### src/rtl/ifu_prefetch_if.sv
// Fetch-unit bus bundle: memory request/response, redirect and decode handshake.
// The fetch unit uses the master view; memory and decode sit on the slave view.
interface ifu_prefetch_if #(
  parameter int XLEN = 32
);
  logic            req_valid;
  logic            req_ready;
  logic [XLEN-1:0] req_addr;
  logic            rsp_valid;
  logic [XLEN-1:0] rsp_data;
  logic            rsp_err;
  logic            redirect_valid;
  logic [XLEN-1:0] redirect_pc;
  logic            inst_valid;
  logic            inst_ready;
  logic [XLEN-1:0] inst_pc;
  logic [XLEN-1:0] inst;
  logic            inst_fault;
  logic            inst_ebreak;

  modport master (
    output req_valid, req_addr,
    input  req_ready,
    input  rsp_valid, rsp_data, rsp_err,
    input  redirect_valid, redirect_pc,
    output inst_valid, inst_pc, inst, inst_fault, inst_ebreak,
    input  inst_ready
  );

  modport slave (
    input  req_valid, req_addr,
    output req_ready,
    output rsp_valid, rsp_data, rsp_err,
    output redirect_valid, redirect_pc,
    input  inst_valid, inst_pc, inst, inst_fault, inst_ebreak,
    output inst_ready
  );
endinterface

### src/rtl/ifu_prefetch.sv
// Instruction prefetcher: one outstanding memory read at a time, responses
// buffered in a small FIFO of {pc, instr, fault} and handed to decode.
module ifu_prefetch #(
  parameter int              XLEN     = 32,
  parameter int              DEPTH    = 4,
  parameter logic [XLEN-1:0] RESET_PC = 32'h8000_0000
) (
  input  logic          clk,
  input  logic          rst,
  ifu_prefetch_if.master bus
);
  localparam int              PW           = $clog2(DEPTH);
  localparam logic [PW+1:0]   DEPTH_W      = (PW+2)'(DEPTH);
  localparam logic [XLEN-1:0] EBREAK_INSTR = XLEN'(32'h0010_0073);

  logic [XLEN-1:0] fetch_pc_q, fetch_pc_d;
  logic [XLEN-1:0] issue_pc_q, issue_pc_d;
  logic            busy_q, busy_d;
  logic            drop_q, drop_d;
  logic [PW-1:0]   wr_ptr_q, wr_ptr_d;
  logic [PW-1:0]   rd_ptr_q, rd_ptr_d;
  logic [PW:0]     count_q, count_d;

  logic [XLEN-1:0] buf_pc_q    [DEPTH];
  logic [XLEN-1:0] buf_instr_q [DEPTH];
  logic            buf_fault_q [DEPTH];

  logic            arriving_s;
  logic [PW+1:0]   occupancy_s;
  logic            can_issue_s;
  logic            fire_s;
  logic            rsp_take_s;
  logic            push_s;
  logic            pop_s;
  logic            head_valid_s;
  logic            unused_redirect_lsb_s;

  assign unused_redirect_lsb_s = ^bus.redirect_pc[1:0];

  // Issue only when the response is certain to find a free slot; a same-cycle pop is not credited.
  always_comb begin
    arriving_s   = busy_q & bus.rsp_valid & ~drop_q;
    occupancy_s  = {1'b0, count_q} + {{(PW+1){1'b0}}, arriving_s};
    can_issue_s  = ~rst & ~bus.redirect_valid & (~busy_q | bus.rsp_valid) & (occupancy_s < DEPTH_W);
    fire_s       = can_issue_s & bus.req_ready;
    rsp_take_s   = busy_q & bus.rsp_valid;
    push_s       = rsp_take_s & ~drop_q & ~bus.redirect_valid;
    head_valid_s = (count_q != {(PW+1){1'b0}});
    pop_s        = head_valid_s & bus.inst_ready & ~bus.redirect_valid;
  end

  always_comb begin
    fetch_pc_d = fetch_pc_q;
    issue_pc_d = issue_pc_q;
    busy_d     = busy_q;
    drop_d     = drop_q;
    wr_ptr_d   = wr_ptr_q;
    rd_ptr_d   = rd_ptr_q;
    count_d    = count_q;
    if (bus.redirect_valid) begin
      // A response still outstanding belongs to the old stream and must be swallowed.
      fetch_pc_d = {bus.redirect_pc[XLEN-1:2], 2'b00};
      busy_d     = busy_q & ~bus.rsp_valid;
      drop_d     = busy_q & ~bus.rsp_valid;
      wr_ptr_d   = {PW{1'b0}};
      rd_ptr_d   = {PW{1'b0}};
      count_d    = {(PW+1){1'b0}};
    end else begin
      if (fire_s) begin
        busy_d     = 1'b1;
        fetch_pc_d = fetch_pc_q + XLEN'(4);
        issue_pc_d = fetch_pc_q;
      end else if (rsp_take_s) begin
        busy_d = 1'b0;
      end else begin
        busy_d = busy_q;
      end
      if (rsp_take_s & drop_q) begin
        drop_d = 1'b0;
      end else begin
        drop_d = drop_q;
      end
      if (push_s) begin
        wr_ptr_d = wr_ptr_q + PW'(1);
      end else begin
        wr_ptr_d = wr_ptr_q;
      end
      if (pop_s) begin
        rd_ptr_d = rd_ptr_q + PW'(1);
      end else begin
        rd_ptr_d = rd_ptr_q;
      end
      case ({push_s, pop_s})
        2'b10:   count_d = count_q + (PW+1)'(1);
        2'b01:   count_d = count_q - (PW+1)'(1);
        default: count_d = count_q;
      endcase
    end
  end

  always_ff @(posedge clk) begin
    if (rst) begin
      fetch_pc_q <= RESET_PC;
      issue_pc_q <= RESET_PC;
      busy_q     <= 1'b0;
      drop_q     <= 1'b0;
      wr_ptr_q   <= {PW{1'b0}};
      rd_ptr_q   <= {PW{1'b0}};
      count_q    <= {(PW+1){1'b0}};
    end else begin
      fetch_pc_q <= fetch_pc_d;
      issue_pc_q <= issue_pc_d;
      busy_q     <= busy_d;
      drop_q     <= drop_d;
      wr_ptr_q   <= wr_ptr_d;
      rd_ptr_q   <= rd_ptr_d;
      count_q    <= count_d;
    end
  end

  always_ff @(posedge clk) begin
    if (push_s & ~rst) begin
      buf_pc_q[wr_ptr_q]    <= issue_pc_q;
      buf_instr_q[wr_ptr_q] <= bus.rsp_data;
      buf_fault_q[wr_ptr_q] <= bus.rsp_err;
    end
  end

  always_comb begin
    if (rst) begin
      bus.req_valid   = 1'b0;
      bus.req_addr    = {XLEN{1'b0}};
      bus.inst_valid  = 1'b0;
      bus.inst_pc     = {XLEN{1'b0}};
      bus.inst        = {XLEN{1'b0}};
      bus.inst_fault  = 1'b0;
      bus.inst_ebreak = 1'b0;
    end else begin
      bus.req_valid   = can_issue_s;
      bus.req_addr    = fetch_pc_q;
      bus.inst_valid  = head_valid_s;
      bus.inst_pc     = buf_pc_q[rd_ptr_q];
      bus.inst        = buf_fault_q[rd_ptr_q] ? {XLEN{1'b0}} : buf_instr_q[rd_ptr_q];
      bus.inst_fault  = buf_fault_q[rd_ptr_q];
      bus.inst_ebreak = ~buf_fault_q[rd_ptr_q] & (buf_instr_q[rd_ptr_q] == EBREAK_INSTR);
    end
  end
endmodule
### src/flat_wrapper.sv
// flat-port wrapper written by rule: the top's interface ports become plain ports
module ifu_prefetch_flat 
#(
  parameter int              XLEN     = 32,
  parameter int              DEPTH    = 4,
  parameter logic [XLEN-1:0] RESET_PC = 32'h8000_0000
)
  (clk, rst, bus_req_valid, bus_req_addr, bus_req_ready, bus_rsp_valid, bus_rsp_data, bus_rsp_err, bus_redirect_valid, bus_redirect_pc, bus_inst_valid, bus_inst_pc, bus_inst, bus_inst_fault, bus_inst_ebreak, bus_inst_ready);
  ifu_prefetch_if #(.XLEN(XLEN)) bus_i ();
  input  logic clk;
  input  logic rst;
  output wire logic [$bits(bus_i.req_valid)-1:0] bus_req_valid;
  output wire logic [$bits(bus_i.req_addr)-1:0] bus_req_addr;
  input wire logic [$bits(bus_i.req_ready)-1:0] bus_req_ready;
  input wire logic [$bits(bus_i.rsp_valid)-1:0] bus_rsp_valid;
  input wire logic [$bits(bus_i.rsp_data)-1:0] bus_rsp_data;
  input wire logic [$bits(bus_i.rsp_err)-1:0] bus_rsp_err;
  input wire logic [$bits(bus_i.redirect_valid)-1:0] bus_redirect_valid;
  input wire logic [$bits(bus_i.redirect_pc)-1:0] bus_redirect_pc;
  output wire logic [$bits(bus_i.inst_valid)-1:0] bus_inst_valid;
  output wire logic [$bits(bus_i.inst_pc)-1:0] bus_inst_pc;
  output wire logic [$bits(bus_i.inst)-1:0] bus_inst;
  output wire logic [$bits(bus_i.inst_fault)-1:0] bus_inst_fault;
  output wire logic [$bits(bus_i.inst_ebreak)-1:0] bus_inst_ebreak;
  input wire logic [$bits(bus_i.inst_ready)-1:0] bus_inst_ready;
  assign bus_req_valid = bus_i.req_valid;
  assign bus_req_addr = bus_i.req_addr;
  assign bus_i.req_ready = bus_req_ready;
  assign bus_i.rsp_valid = bus_rsp_valid;
  assign bus_i.rsp_data = bus_rsp_data;
  assign bus_i.rsp_err = bus_rsp_err;
  assign bus_i.redirect_valid = bus_redirect_valid;
  assign bus_i.redirect_pc = bus_redirect_pc;
  assign bus_inst_valid = bus_i.inst_valid;
  assign bus_inst_pc = bus_i.inst_pc;
  assign bus_inst = bus_i.inst;
  assign bus_inst_fault = bus_i.inst_fault;
  assign bus_inst_ebreak = bus_i.inst_ebreak;
  assign bus_i.inst_ready = bus_inst_ready;
  ifu_prefetch #(.XLEN(XLEN), .DEPTH(DEPTH), .RESET_PC(RESET_PC)) u_core (.clk(clk), .rst(rst), .bus(bus_i));
endmodule
### config.mk
export PLATFORM = sky130hd
export DESIGN_NAME = ifu_prefetch_flat
export DESIGN_NICKNAME = d
export VERILOG_FILES = /design/src/rtl/ifu_prefetch_if.sv /design/src/rtl/ifu_prefetch.sv /design/src/flat_wrapper.sv
export SDC_FILE = /design/constraint.sdc
export NUM_CORES = 1
export LEC_CHECK = 0
export CORE_MARGIN = 2
export CORE_UTILIZATION = 52
export CTS_CLUSTER_DIAMETER = 80
export DETAILED_ROUTE_END_ITERATION = 16
export PLACE_DENSITY = 0.83
export SKIP_CTS_REPAIR_TIMING = 1
export SLEW_MARGIN = 20
export SYNTH_ARGS = -nofsm -noshare
export SYNTH_HDL_FRONTEND = slang
export SYNTH_SLANG_ARGS = --single-unit
### constraint.sdc
create_clock -name clk -period 4.4 [get_ports clk]
set_clock_uncertainty 0.05 [all_clocks]
set_input_delay 0.88 -clock clk [delete_from_list [all_inputs] [get_ports clk]]
set_output_delay 0.88 -clock clk [all_outputs]
set_load 0.03 [all_outputs]
==> results of run 1 <==
per-stage QoR:
step | instances | hold slack (ns) | instance area (um2) | utilization [%]
after CTS | 1391 | 0.448 | 16300 | 65.2
final | 1392 | 0.445 | 16300 | 65.2
after global placement | 1330 | 0.424 | 15200 | 60.9
after floorplan | 871 | 0.403 | 13100 | -
after global routing | 1391 | 0.469 | 16300 | 65.2
after detailed placement | 1330 | 0.436 | 15200 | 60.9
where the power goes:
part	switching [mW]	internal [mW]	total (mW)
Sequential	0.0360	3.29	3.33
Combinational	0.151	0.124	0.275
Clock	1.12	1.59	2.71
worst min path at each step:
stage	cells past startpoint	slack (ns)	startpoint	endpoint
global route	0	0.47	u_core.issue_pc_q[26]$_SDFFE_PP0P_	u_core.buf_pc_q[2][26]$_DFFE_PP_
finish	0	0.45	u_core.issue_pc_q[26]$_SDFFE_PP0P_	u_core.buf_pc_q[2][26]$_DFFE_PP_
detailed placement	0	0.44	u_core.issue_pc_q[26]$_SDFFE_PP0P_	u_core.buf_pc_q[3][26]$_DFFE_PP_
global placement	2	0.42	u_core.issue_pc_q[23]$_SDFFE_PP0P_	u_core.issue_pc_q[23]$_SDFFE_PP0P_
floorplan	2	0.40	u_core.fetch_pc_q[11]$_SDFFE_PP0P_	u_core.issue_pc_q[11]$_SDFFE_PP0P_
CTS	0	0.45	u_core.issue_pc_q[26]$_SDFFE_PP0P_	u_core.buf_pc_q[2][26]$_DFFE_PP_
cells in the mapped netlist, types with 3 or more instances:
master    count  share of area [%]
nor4_1        4               0.19
nor3_1       12               0.46
nor2b_1      57                2.7
xor2_1        5               0.33
or4_1         6               0.34
nand2_1     104                3.0
o21ai_0       9               0.34
o311ai_0      5               0.33
nand3_1      13               0.50
a21oi_1      39                1.5
nor2_1       26               0.74
inv_1        11               0.31
clkbuf_1     32               0.91
a31oi_1      18               0.86
buf_2        10               0.38
dfxtp_1      71                 11
nand4_1       8               0.38
nand3b_1      3               0.17
mux4_2       63                 11
and2_1       37                1.8
o211ai_1      9               0.51
edfxtp_1    252                 58
xnor2_1       3               0.20
ha_1          6               0.57
or3_1        12               0.57
buf_4         9               0.51
cells in the final DEF (no fill, tap or decap), types with 8 or more instances in the layout:
cell and count:
a21oi_1 39, nor3_1 12, a31oi_1 18, buf_4 10, nand3_1 13, dfxtp_1 69, clkdlybuf4s50_1 162, or3_1 12
nand2_1 104, o211ai_1 9, o21ai_0 9, clkbuf_16 35, edfxtp_1 252, inv_1 11, nor2b_1 57, buf_12 10
mux4_2 63, nor2_1 25, and2_1 33, nand4_1 8, clkinv_1 10
layer usage:
layer  GRT usage (%)  wire, um  vias to the layer above
met3            4.53      2420                       35
met4            4.87       438                        0
met2            35.5     13700                      382
met5               0         0                        -
li1                -         -                     3632
met1            29.7     11600                     3957
cells by family (layout without fill, tap and decap cells):
family,count (synthesis),in the layout
compound gates,97,97
other cells,1,5
fa+ha+maj,7,7
simple gates,300,300
xor+xnor,8,8
mux,66,66
buf+inv,66,256
flops,323,323
cell type report:
cell class	instances	area, um2
fillers	1737	8680
well taps	330	413
flip-flops and latches	323	8990
clock inverters	20	159
repair buffers	182	1900
diodes	1	2.50
clock buffers	41	908
multi-input cells	482	3860
inverters	13	48.8
flip-flops by register name, indices dropped and copies added, names as in the netlist, named ones only:
register            cells
u_core.fetch_pc_q      30
u_core.buf_pc_q       120
u_core.drop_q           1
u_core.wr_ptr_q         2
u_core.buf_instr_q    128
u_core.busy_q           1
u_core.rd_ptr_q         2
u_core.count_q          3
u_core.issue_pc_q      30
u_core.buf_fault_q      4
==> impl_metrics.toml, run 1 <==
[status]
outcome = "finished clean"

[power]
power_density_nw_per_um2 = 388
vdd_ir_drop_max_uv = 300
p_leak_nw = 5.38
total_power_mw = 6.32

[yosys]
synth-compound-area-share_pct = 4.66
synth_top_family_by_area = "simple AND/OR/NAND/NOR gates"
synth.distinct_cells = 58
synthesis.area_um2 = 13100
ys_ff_latch = 323
synth_fa_ha_area_share_pct = 0.724
ys_warn_count = 0
syn_inst = 868
seq_area_frac_synth_pct = 68.5
synth_xor_area_share_pct = 0.534
syn_avg_cell_area_um2 = 15.1
ys.flop_type = "edfxtp_1"
yosys.area_share.simple_pct = 12.2
async_reset_ff_share_pct = 0
synthMuxAreaShare_pct = 11.0
synth-edff-count = 252

[timing]
period_minus_slack_ns = 3.88
fmax_ghz = 0.258
setup_viol = 0
slew_viol_final = 0
slew_headroom_pct = 52.2
finalCritPeriodShare_pct = 88.1
setup_tns_ns = 0
fin_ws_ns = 0.525
hold_viol = 0
tightest_slew_ns = 0.716
rsz0062_at_grt = "no"

[critical_path]
reg2reg_from = "u_core.busy_q$_SDFFE_PP0P_"
critPathMaxFanout = 32
reg2regPathDepth = 8
worst-path-stages = 5
critPathRequiredTime_ns = 3.47
cp-endpoint = "bus_inst[6]"
timing.critical_path.buf_inv = 2
crit_chain = "mux4_2 -> nor2_1 -> buf_4 -> and2_1 -> clkdlybuf4s50_1"
slowest_delay_ns = 0.67
rrSetupSlack_ns = 1.89
startpoint_type = "flop"
crit_slowest_cell = "clkdlybuf4s50_1"
path_delay_family = "buffers and inverters"
endpoint_kind = "primary output"
crit_type = "reg2out"
crit_arrival_ns = 2.95
r2r-end = "u_core.fetch_pc_q[26]$_SDFFE_PP0P_"

[floorplanning]
die-area_um2 = 26500
ios = 171
start_util_pct = 52.6
die_h_um = 163
die_x_um = 163
core-area_um2 = 25000
num_rows = 58

[clock_network]
cts_tree = "yes"
htree_levels = 2
root_buffer = "clkbuf_16"
cts-buffers-inserted = 34
clock_sinks = 323
cts.clk_slew.worst_paths_ns = 0.06
clk_latency_ns = 0.50
clock_path_buffers = 3

[grt]
antenna_found_initial = 0
grt_max_degree = 79
grtUsageTotal_pct = 21.5
grt_remaining_overflow = 0
grt_pass1_vias = 8051
grt_pass1_wl_um = 43900

[drt]
drc = 0
detail_route.wl_per_cell_um = 20.2
num_vias = 8006
drt_iter0_drc = 801
drtPass1Iterations = 5
postRouteAntennaNets = 0
wirelength_um = 28200
viasPerCell = 5.75

[hold_path]
hp-class = "reg2reg"

[finish]
drive_gt1_share_pct = 14.1
final_nets = 1114
syn2layout_area_growth_pct = 24.0

[placement]
dp_hpwl_um = 17700
pre_cts_ws_ns = 0.684
port_buffers = 164
place_congestion = 0.853

[run]
cap_violations = 0
(Power assumes the default switching activity.)
==> inputs of run 2 (changes only) <==
--- a/config.mk
+++ b/config.mk
@@ -6,10 +6,10 @@
 export NUM_CORES = 1
 export LEC_CHECK = 0
 export CORE_MARGIN = 2
-export CORE_UTILIZATION = 52
+export CORE_UTILIZATION = 55
 export CTS_CLUSTER_DIAMETER = 80
 export DETAILED_ROUTE_END_ITERATION = 16
-export PLACE_DENSITY = 0.83
+export PLACE_DENSITY = 0.87
 export SKIP_CTS_REPAIR_TIMING = 1
 export SLEW_MARGIN = 20
 export SYNTH_ARGS = -nofsm -noshare
==> impl_metrics.toml, run 2 (synthesized netlist as in run 1, its figures left out) <==
[timing]
tightest_slew_ns = 0.720
slew_headroom_pct = 51.9
finalCritPeriodShare_pct = 91.3
slew_viol_final = 0
hold_ws_ns = 0.448
rsz0062_at_grt = "no"
hold_viol = 0
setup_viol = 0
fin_ws_ns = 0.383
period_minus_slack_ns = 4.02
fmax_ghz = 0.249
setup_tns_ns = 0

[floorplanning]
start_util_pct = 55.9
die_h_um = 159
die-area_um2 = 25100
die_x_um = 159
ios = 171
core-area_um2 = 23500
num_rows = 56

[critical_path]
timing.critical_path.buf_inv = 2
endpoint_kind = "primary output"
crit_slowest_cell = "dfxtp_4"
critPathRequiredTime_ns = 3.47
crit_type = "reg2out"
slowest_delay_ns = 0.64
reg2reg_from = "u_core.count_q[2]$_SDFFE_PP0P_"
crit_arrival_ns = 3.09
critPathMaxFanout = 23
crit_chain = "buf_4 -> mux4_2 -> nor2b_1 -> clkdlybuf4s50_1"
startpoint_type = "flop"
path_delay_family = "buffers and inverters"

[finish]
syn2layout_area_growth_pct = 23.0
antenna_cells = 0
regArea_um2 = 8990
fillers = 1527
largest_register_ffs = 128
layout_commonest_cell = "edfxtp_1"
drive_gt1_share_pct = 15.0
top_register = "u_core.buf_instr_q"
top_regs = "u_core.buf_instr_q (128), u_core.buf_pc_q (120)"
layout_common_cells = "edfxtp_1, clkdlybuf4s50_1, nand2_1"
final_nets = 1116
multiInputGateArea_um2 = 3860

[run]
cap_violations = 0

[drt]
detail_route.wl_per_cell_um = 20.6
drtPass1Iterations = 5
viasPerCell = 5.83
postRouteAntennaNets = 0
num_vias = 8056
wirelength_um = 28400
drt_iter0_drc = 675
drc = 0

[placement]
port_buffers = 164
pre_cts_ws_ns = 0.801
place_congestion = 0.873
dp_hpwl_um = 17900

[clock_network]
clock_sinks = 323
root_buffer = "clkbuf_16"
clk_latency_ns = 0.56
cts-buffers-inserted = 31
cts_tree = "yes"
cts.clk_slew.worst_paths_ns = 0.06
htree_levels = 1
clock_path_buffers = 3

[grt]
grt_remaining_overflow = 0
antenna_found_initial = 2
grt_pass1_vias = 8014
grtUsageTotal_pct = 23.0
grt_pass1_wl_um = 43900
grt_max_degree = 64

[hold_path]
hp-start = "u_core.issue_pc_q[27]$_SDFFE_PP0P_"
hp-class = "reg2reg"

[power]
vdd_ir_drop_max_uv = 251
p_leak_nw = 5.37
power_density_nw_per_um2 = 384
total_power_mw = 6.20

[status]
outcome = "finished clean"
==> run 2: cell count changes in the layout (fill, tap and decap cells not counted), sizes merged <==
| cell | before | now |
|---|---|---|
| buf | 20 | 28 |
| clkbuf | 41 | 43 |
| clkdlybuf4s50 | 162 | 159 |
| clkinv | 16 | 12 |
| clkinvlp | 2 | 1 |
| diode | 1 | 0 |
| inv | 13 | 12 |
==> run 2: report_power, final <==
part / total, mW / switching, mW / internal, mW
Combinational: 0.276 / 0.152 / 0.124
Sequential: 3.33 / 0.0364 / 3.29
Clock: 2.59 / 1.08 / 1.51
==> run 2: per-layer routing <==
layer  vias to the layer above  track usage (%)  routed length [um]
met5                         -                0                  27
met1                      3967             30.8               11300
li1                       3635                -                   -
met4                         4             5.49                 505
met3                        44             4.76                2600
met2                       406             39.2               14000
==> run 2: layout make-up <==
cell class                 count  share of cell area, %
clock inverter                14                  0.790
tap                          319                   2.47
timing repair buffer         187                   11.4
multi-input combinational    482                   23.9
inverter                      13                  0.302
sequential                   323                   55.7
clock buffer                  43                   5.46
==> run 2: tightest hold or removal path: stages, from the launching register on <==
cell and delay (ns):
dfxtp_1 0.33, nand2_1 0.06, a21oi_1 0.05
==> run 2: stage by stage <==
stage	util [%]	area [um2]	instances
floorplan	-	13100	871
global placement	64.5	15100	1324
detailed placement	64.5	15100	1324
CTS	68.8	16100	1381
global route	68.8	16100	1381
finish	68.8	16100	1381
==> run 2: path summary, 6_finish.rpt <==
check	cells past startpoint	end	slack (ns)
min reg2reg	2	u_core.issue_pc_q[27]$_SDFFE_PP0P_	0.45
min	2	u_core.issue_pc_q[27]$_SDFFE_PP0P_	0.45
max	4	bus_inst_pc[30]	0.38
max reg2reg	8	u_core.count_q[2]$_SDFFE_PP0P_	1.98
